==> config.mk <==
export PLATFORM = sky130hd
export DESIGN_NAME = bram_port_arbiter
export DESIGN_NICKNAME = d
export VERILOG_FILES = /design/src/rtl/bram_port_arbiter.sv
export SDC_FILE = /design/constraint.sdc
export NUM_CORES = 1
export LEC_CHECK = 0
export ABC_CLOCK_PERIOD_IN_PS = 6000
export CORE_MARGIN = 4
export CORE_UTILIZATION = 25
export DETAILED_ROUTE_END_ITERATION = 10
export MAX_ROUTING_LAYER = met4
export PLACE_DENSITY = 0.95
export SLEW_MARGIN = 0
export SYNTH_ARGS = -nofsm -noshare
export SYNTH_HDL_FRONTEND = slang
export SYNTH_SLANG_ARGS = --single-unit
==> constraint.sdc <==
create_clock -name clk -period 6 [get_ports clk]
set_input_delay 1.2 -clock clk [delete_from_list [all_inputs] [get_ports clk]]
set_output_delay 1.2 -clock clk [all_outputs]
set_load 0.05 [all_outputs]
==> src/rtl/bram_port_arbiter.sv <==
// Round-robin arbiter sharing one single-port BRAM between a loader (port 0) and a read engine (port 1).
// Optional per-port wait-cycle statistics are enabled with `define ARB_STAT_EN.
module bram_port_arbiter #(
  parameter int AWIDTH    = 8,
  parameter int DWIDTH    = 32,
  parameter int MAX_BURST = 16
) (
  input  logic              clk,
  input  logic              reset,
`ifdef ARB_STAT_EN
  input  logic              stat_clr_i,
  output logic [15:0]       wait0_cnt_o,
  output logic [15:0]       wait1_cnt_o,
`endif
  input  logic              req0_i,
  input  logic              we0_i,
  input  logic [AWIDTH-1:0] addr0_i,
  input  logic [DWIDTH-1:0] d0_i,
  output logic              gnt0_o,
  output logic              rvalid0_o,
  input  logic              req1_i,
  input  logic              we1_i,
  input  logic [AWIDTH-1:0] addr1_i,
  input  logic [DWIDTH-1:0] d1_i,
  output logic              gnt1_o,
  output logic              rvalid1_o,
  output logic [DWIDTH-1:0] rdata_o,
  output logic [AWIDTH-1:0] addr_o,
  output logic              ce_o,
  output logic              we_o,
  output logic [DWIDTH-1:0] d_o,
  input  logic [DWIDTH-1:0] q_i,
  output logic              busy_o
);

  localparam int BW = $clog2(MAX_BURST + 1);
  localparam logic [BW-1:0] BMAX = BW'(MAX_BURST);

  typedef enum logic [1:0] {IDLE, OWN0, OWN1} state_t;

  state_t        state_q, state_d;
  logic [BW-1:0] burst_cnt_q, burst_cnt_d;
  logic          rr_ptr_q, rr_ptr_d;
  logic          rvalid0_q, rvalid1_q;
  logic          gnt0, gnt1, at_max;
  logic [BW-1:0] burst_inc;

  assign at_max    = (burst_cnt_q == BMAX);
  assign burst_inc = at_max ? BMAX : burst_cnt_q + 1'b1;

  always_comb begin
    gnt0 = 1'b0;
    gnt1 = 1'b0;
    case (state_q)
      IDLE: begin
        if (req0_i && req1_i) begin
          gnt0 = ~rr_ptr_q;
          gnt1 = rr_ptr_q;
        end else begin
          gnt0 = req0_i;
          gnt1 = req1_i;
        end
      end
      OWN0: begin
        if (req0_i && !(at_max && req1_i)) gnt0 = 1'b1;
        else if (req1_i)                   gnt1 = 1'b1;
      end
      OWN1: begin
        if (req1_i && !(at_max && req0_i)) gnt1 = 1'b1;
        else if (req0_i)                   gnt0 = 1'b1;
      end
      default: ;
    endcase
    // Nothing is granted while reset is being applied.
    if (reset) begin
      gnt0 = 1'b0;
      gnt1 = 1'b0;
    end
  end

  always_comb begin
    state_d     = IDLE;
    burst_cnt_d = '0;
    rr_ptr_d    = rr_ptr_q;
    if (gnt0) begin
      state_d     = OWN0;
      burst_cnt_d = (state_q == OWN0) ? burst_inc : BW'(1);
      if (req1_i) rr_ptr_d = 1'b1;
    end else if (gnt1) begin
      state_d     = OWN1;
      burst_cnt_d = (state_q == OWN1) ? burst_inc : BW'(1);
      if (req0_i) rr_ptr_d = 1'b0;
    end
  end

  always_ff @(posedge clk) begin
    if (reset) begin
      state_q     <= IDLE;
      burst_cnt_q <= '0;
      rr_ptr_q    <= 1'b0;
      rvalid0_q   <= 1'b0;
      rvalid1_q   <= 1'b0;
    end else begin
      state_q     <= state_d;
      burst_cnt_q <= burst_cnt_d;
      rr_ptr_q    <= rr_ptr_d;
      rvalid0_q   <= gnt0 & ~we0_i;
      rvalid1_q   <= gnt1 & ~we1_i;
    end
  end

  assign gnt0_o    = gnt0;
  assign gnt1_o    = gnt1;
  assign ce_o      = gnt0 | gnt1;
  assign we_o      = gnt0 ? we0_i   : (gnt1 ? we1_i   : 1'b0);
  assign addr_o    = gnt0 ? addr0_i : (gnt1 ? addr1_i : '0);
  assign d_o       = gnt0 ? d0_i    : (gnt1 ? d1_i    : '0);
  assign rdata_o   = q_i;
  // A return in flight when reset arrives is dropped in the same cycle.
  assign rvalid0_o = rvalid0_q & ~reset;
  assign rvalid1_o = rvalid1_q & ~reset;
  assign busy_o    = (state_q != IDLE) & ~reset;

`ifdef ARB_STAT_EN
  logic [15:0] wait0_q, wait1_q;

  always_ff @(posedge clk) begin
    if (reset || stat_clr_i) begin
      wait0_q <= '0;
      wait1_q <= '0;
    end else begin
      if (req0_i && !gnt0 && wait0_q != 16'hFFFF) wait0_q <= wait0_q + 16'd1;
      if (req1_i && !gnt1 && wait1_q != 16'hFFFF) wait1_q <= wait1_q + 16'd1;
    end
  end

  assign wait0_cnt_o = wait0_q;
  assign wait1_cnt_o = wait1_q;
`endif

endmodule
==> results.yml, run 1 <==
outcome:
  status: "finished clean"
floorplanning:
  core_area_um2: 4820
  ioPinCount: 197
  die-area_um2: 6280
  row_count: 25
  start_util_pct: 26.3
  die_x_um: 79.2
  dieHeight_um: 79.2
grt:
  grt_pass1_vias: 1515
  grt_first_pass_wirelength_mm: 6.81
  antenna_found_initial: 0
  track_usage_pct: 14.0
  grt_max_degree: 47
  grt_overflow: 0
logic_synthesis:
  synth_edf_count: 0
  seq_area_frac_synth_pct: 15.8
  ys_ff_latch: 10
  ys_types: 34
  async_flop_share_pct: 0
  syn_nets: 266
  synthCells: 146
  ys_warn_count: 0
  syn_area_per_cell_um2: 8.69
  synthesis.area_um2: 1270
  synth-main-ff-cell: "dfxtp_1"
layout:
  finalNetCount: 359
  fillerInstances: 453
  regArea_um2: 200
  layout_common_cells: "clkdlybuf4s50_1, a22o_1, dfxtp_1"
  diodes: 0
  final_layout_size_suffix_gt1_share_pct: 5.06
  final_area_um2: 2380
  layout_commonest_cell: "clkdlybuf4s50_1"
  area_delta_synth_final_pct: 87.3
  multi_input_area_um2: 698
timing:
  worst_pin_slew_ns: 0.530
  finalSetupViolCount: 0
  setup_tns_ns: 0
  fmax_mhz: 194
  post-route-period-util_pct: 86.0
  finalMaxSlewViolations: 0
  grt_setup_unrepaired: "false"
  min_period_ns: 5.16
  slew_headroom_pct: 64.6
  final.setup_skew_ns: 0.00852
  hold_viol: 0
power:
  pwr-share-clk_pct: 17.6
  power.density_nw_per_um2: 163
  p_int_mw: 0.226
  ir_drop_uv: 84.5
  seqPwrFrac_pct: 19.1
  power_mw: 0.386
  switching_power_mw: 0.160
  switching_share_pct: 41.5
  leakagePower_nw: 0.886
  comb_power_share_pct: 63.3
drt:
  drtIter0Drc: 62
  vias: 1448
  drc_errors: 0
  drtPass1Iterations: 2
  antenna_left: 0
  wl_per_cell_um: 15.5
  routed_wl_mm: 4.71
  vias_per_cell: 4.76
clocking:
  clock_sinks: 10
  cts_buffers: 3
  clock-root-buffer: "clkbuf_8"
  clk_path_buf_depth: 2
  postCtsSetupBuffers: 0
  htree_num_levels: 1
  clkTransAtPathRegs_ns: 0.04
  clk_latency_ns: 0.23
  cts_hold_buf: 0
  tritoncts: "built"
  cts_resized: 0
worst_setup_path:
  end_kind: "output pin"
  cp_max_fo: 29
  crit_arrival_ns: 3.96
  cp-start-kind: "input port"
  critPathRequiredTime_ns: 4.80
  critPathKind: "in -> out"
place:
  dpl.hpwl_mm: 3.87
  place_area_um2: 2330
  portBuffers: 132
  gp_congestion: 0.808
worst_hold_path:
  hp-class: "reg -> reg"
run:
  drv_cap: 0
-- power by group through the flow --
stage / clock network [mW] / logic (mW) / registers, mW
floorplan: 0 / 0.200 / 0.0724
global placement: 0 / 0.243 / 0.0747
detailed placement: 0 / 0.245 / 0.0749
CTS: 0.0691 / 0.246 / 0.0737
global route: 0.0728 / 0.255 / 0.0743
finish: 0.0681 / 0.244 / 0.0737
-- cell families after synthesis --
group                    after synthesis  synth area share (%)
AND/OR/NAND/NOR                       25                  11.5
XOR/XNOR                               4                  2.76
flip-flops                            10                  15.8
AO/OA/AOI/OAI                         54                  36.8
multiplexers                           2                  1.97
buffers and inverters                 49                  29.2
adder cells (fa/ha/maj)                2                  1.97
-- worst max-delay path, cell delays in order --
cell             delay, ns
clkdlybuf4s50_1       0.58
a21oi_1               0.30
nand3_1               0.20
a21oi_4               0.43
buf_12                0.24
a22o_1                0.18
clkdlybuf4s50_1       0.81
-- synthesized netlist by cell type, drive strengths merged (2+ instances only) --
cell type / n / area [um2]
buf: 43 / 348
a22o: 41 / 359
dfxtp: 10 / 200
nor2: 6 / 22.5
a21oi: 4 / 31.3
nand3: 4 / 20.0
clkbuf: 3 / 11.3
inv: 3 / 11.3
nor2b: 3 / 18.8
xor2: 3 / 26.3
ha: 2 / 25.0
nand2: 2 / 7.51
nor3: 2 / 10.0
o2111a: 2 / 22.5
o21ai: 2 / 10.0
-- worst paths after layout --
| kind | depth (start not counted) | end | slack, ns | startpoint |
|---|---|---|---|---|
| max reg2reg | 7 | burst_cnt_q[0] | 3.92 | burst_cnt_q[0] |
| min | 2 | rr_ptr_q | 0.50 | rr_ptr_q |
| min reg2reg | 2 | rr_ptr_q | 0.50 | rr_ptr_q |
| max | 7 | d_o[16] | 0.84 | reset |
-- routing by layer --
metal  vias to the layer above  wire length [um]  track usage, %  share of wire, %
li1                        696                 -               -                 -
met1                       644              1840            15.1                39
met2                       106              2370            25.3                50
met3                         2               469            4.54                10
met4                         0                28            2.41              0.59
met5                         -                 0               -                 0
-- per-stage QoR --
step / hold WS [ns] / std cells / util (%) / setup WS (ns)
floorplan: 0.459 / 146 / - / 2.10
global placement: 0.493 / 301 / 48.5 / 0.938
detailed placement: 0.491 / 301 / 48.5 / 0.888
CTS: 0.497 / 304 / 49.3 / 0.849
global route: 0.511 / 304 / 49.3 / 0.657
finish: 0.503 / 304 / 49.3 / 0.841
-- layout make-up --
class | instances | share of cell area, %
Tap cell | 67 | 3.53
Multi-Input combinational cell | 87 | 29.4
Timing Repair Buffer | 134 | 56.5
Inverter | 3 | 0.474
Sequential cell | 10 | 8.43
Clock buffer | 3 | 1.74
-- flip-flops by register name, summed over array words and instances, names as in the netlist --
signal,flops
burst_cnt_q,5
state_q,2
rr_ptr_q,1
rvalid0_q,1
rvalid1_q,1
No activity file was read; power rests on OpenSTA's default activity.
==> run 2: changes to the inputs <==
--- a/config.mk
+++ b/config.mk
@@ -6,6 +6,7 @@
 export NUM_CORES = 1
 export LEC_CHECK = 0
 export ABC_CLOCK_PERIOD_IN_PS = 6000
+export CAP_MARGIN = 15
 export CORE_MARGIN = 4
 export CORE_UTILIZATION = 25
 export DETAILED_ROUTE_END_ITERATION = 10
==> results of run 2 <==
No change in the layout: final DEF, timing and power equal those of run 1.
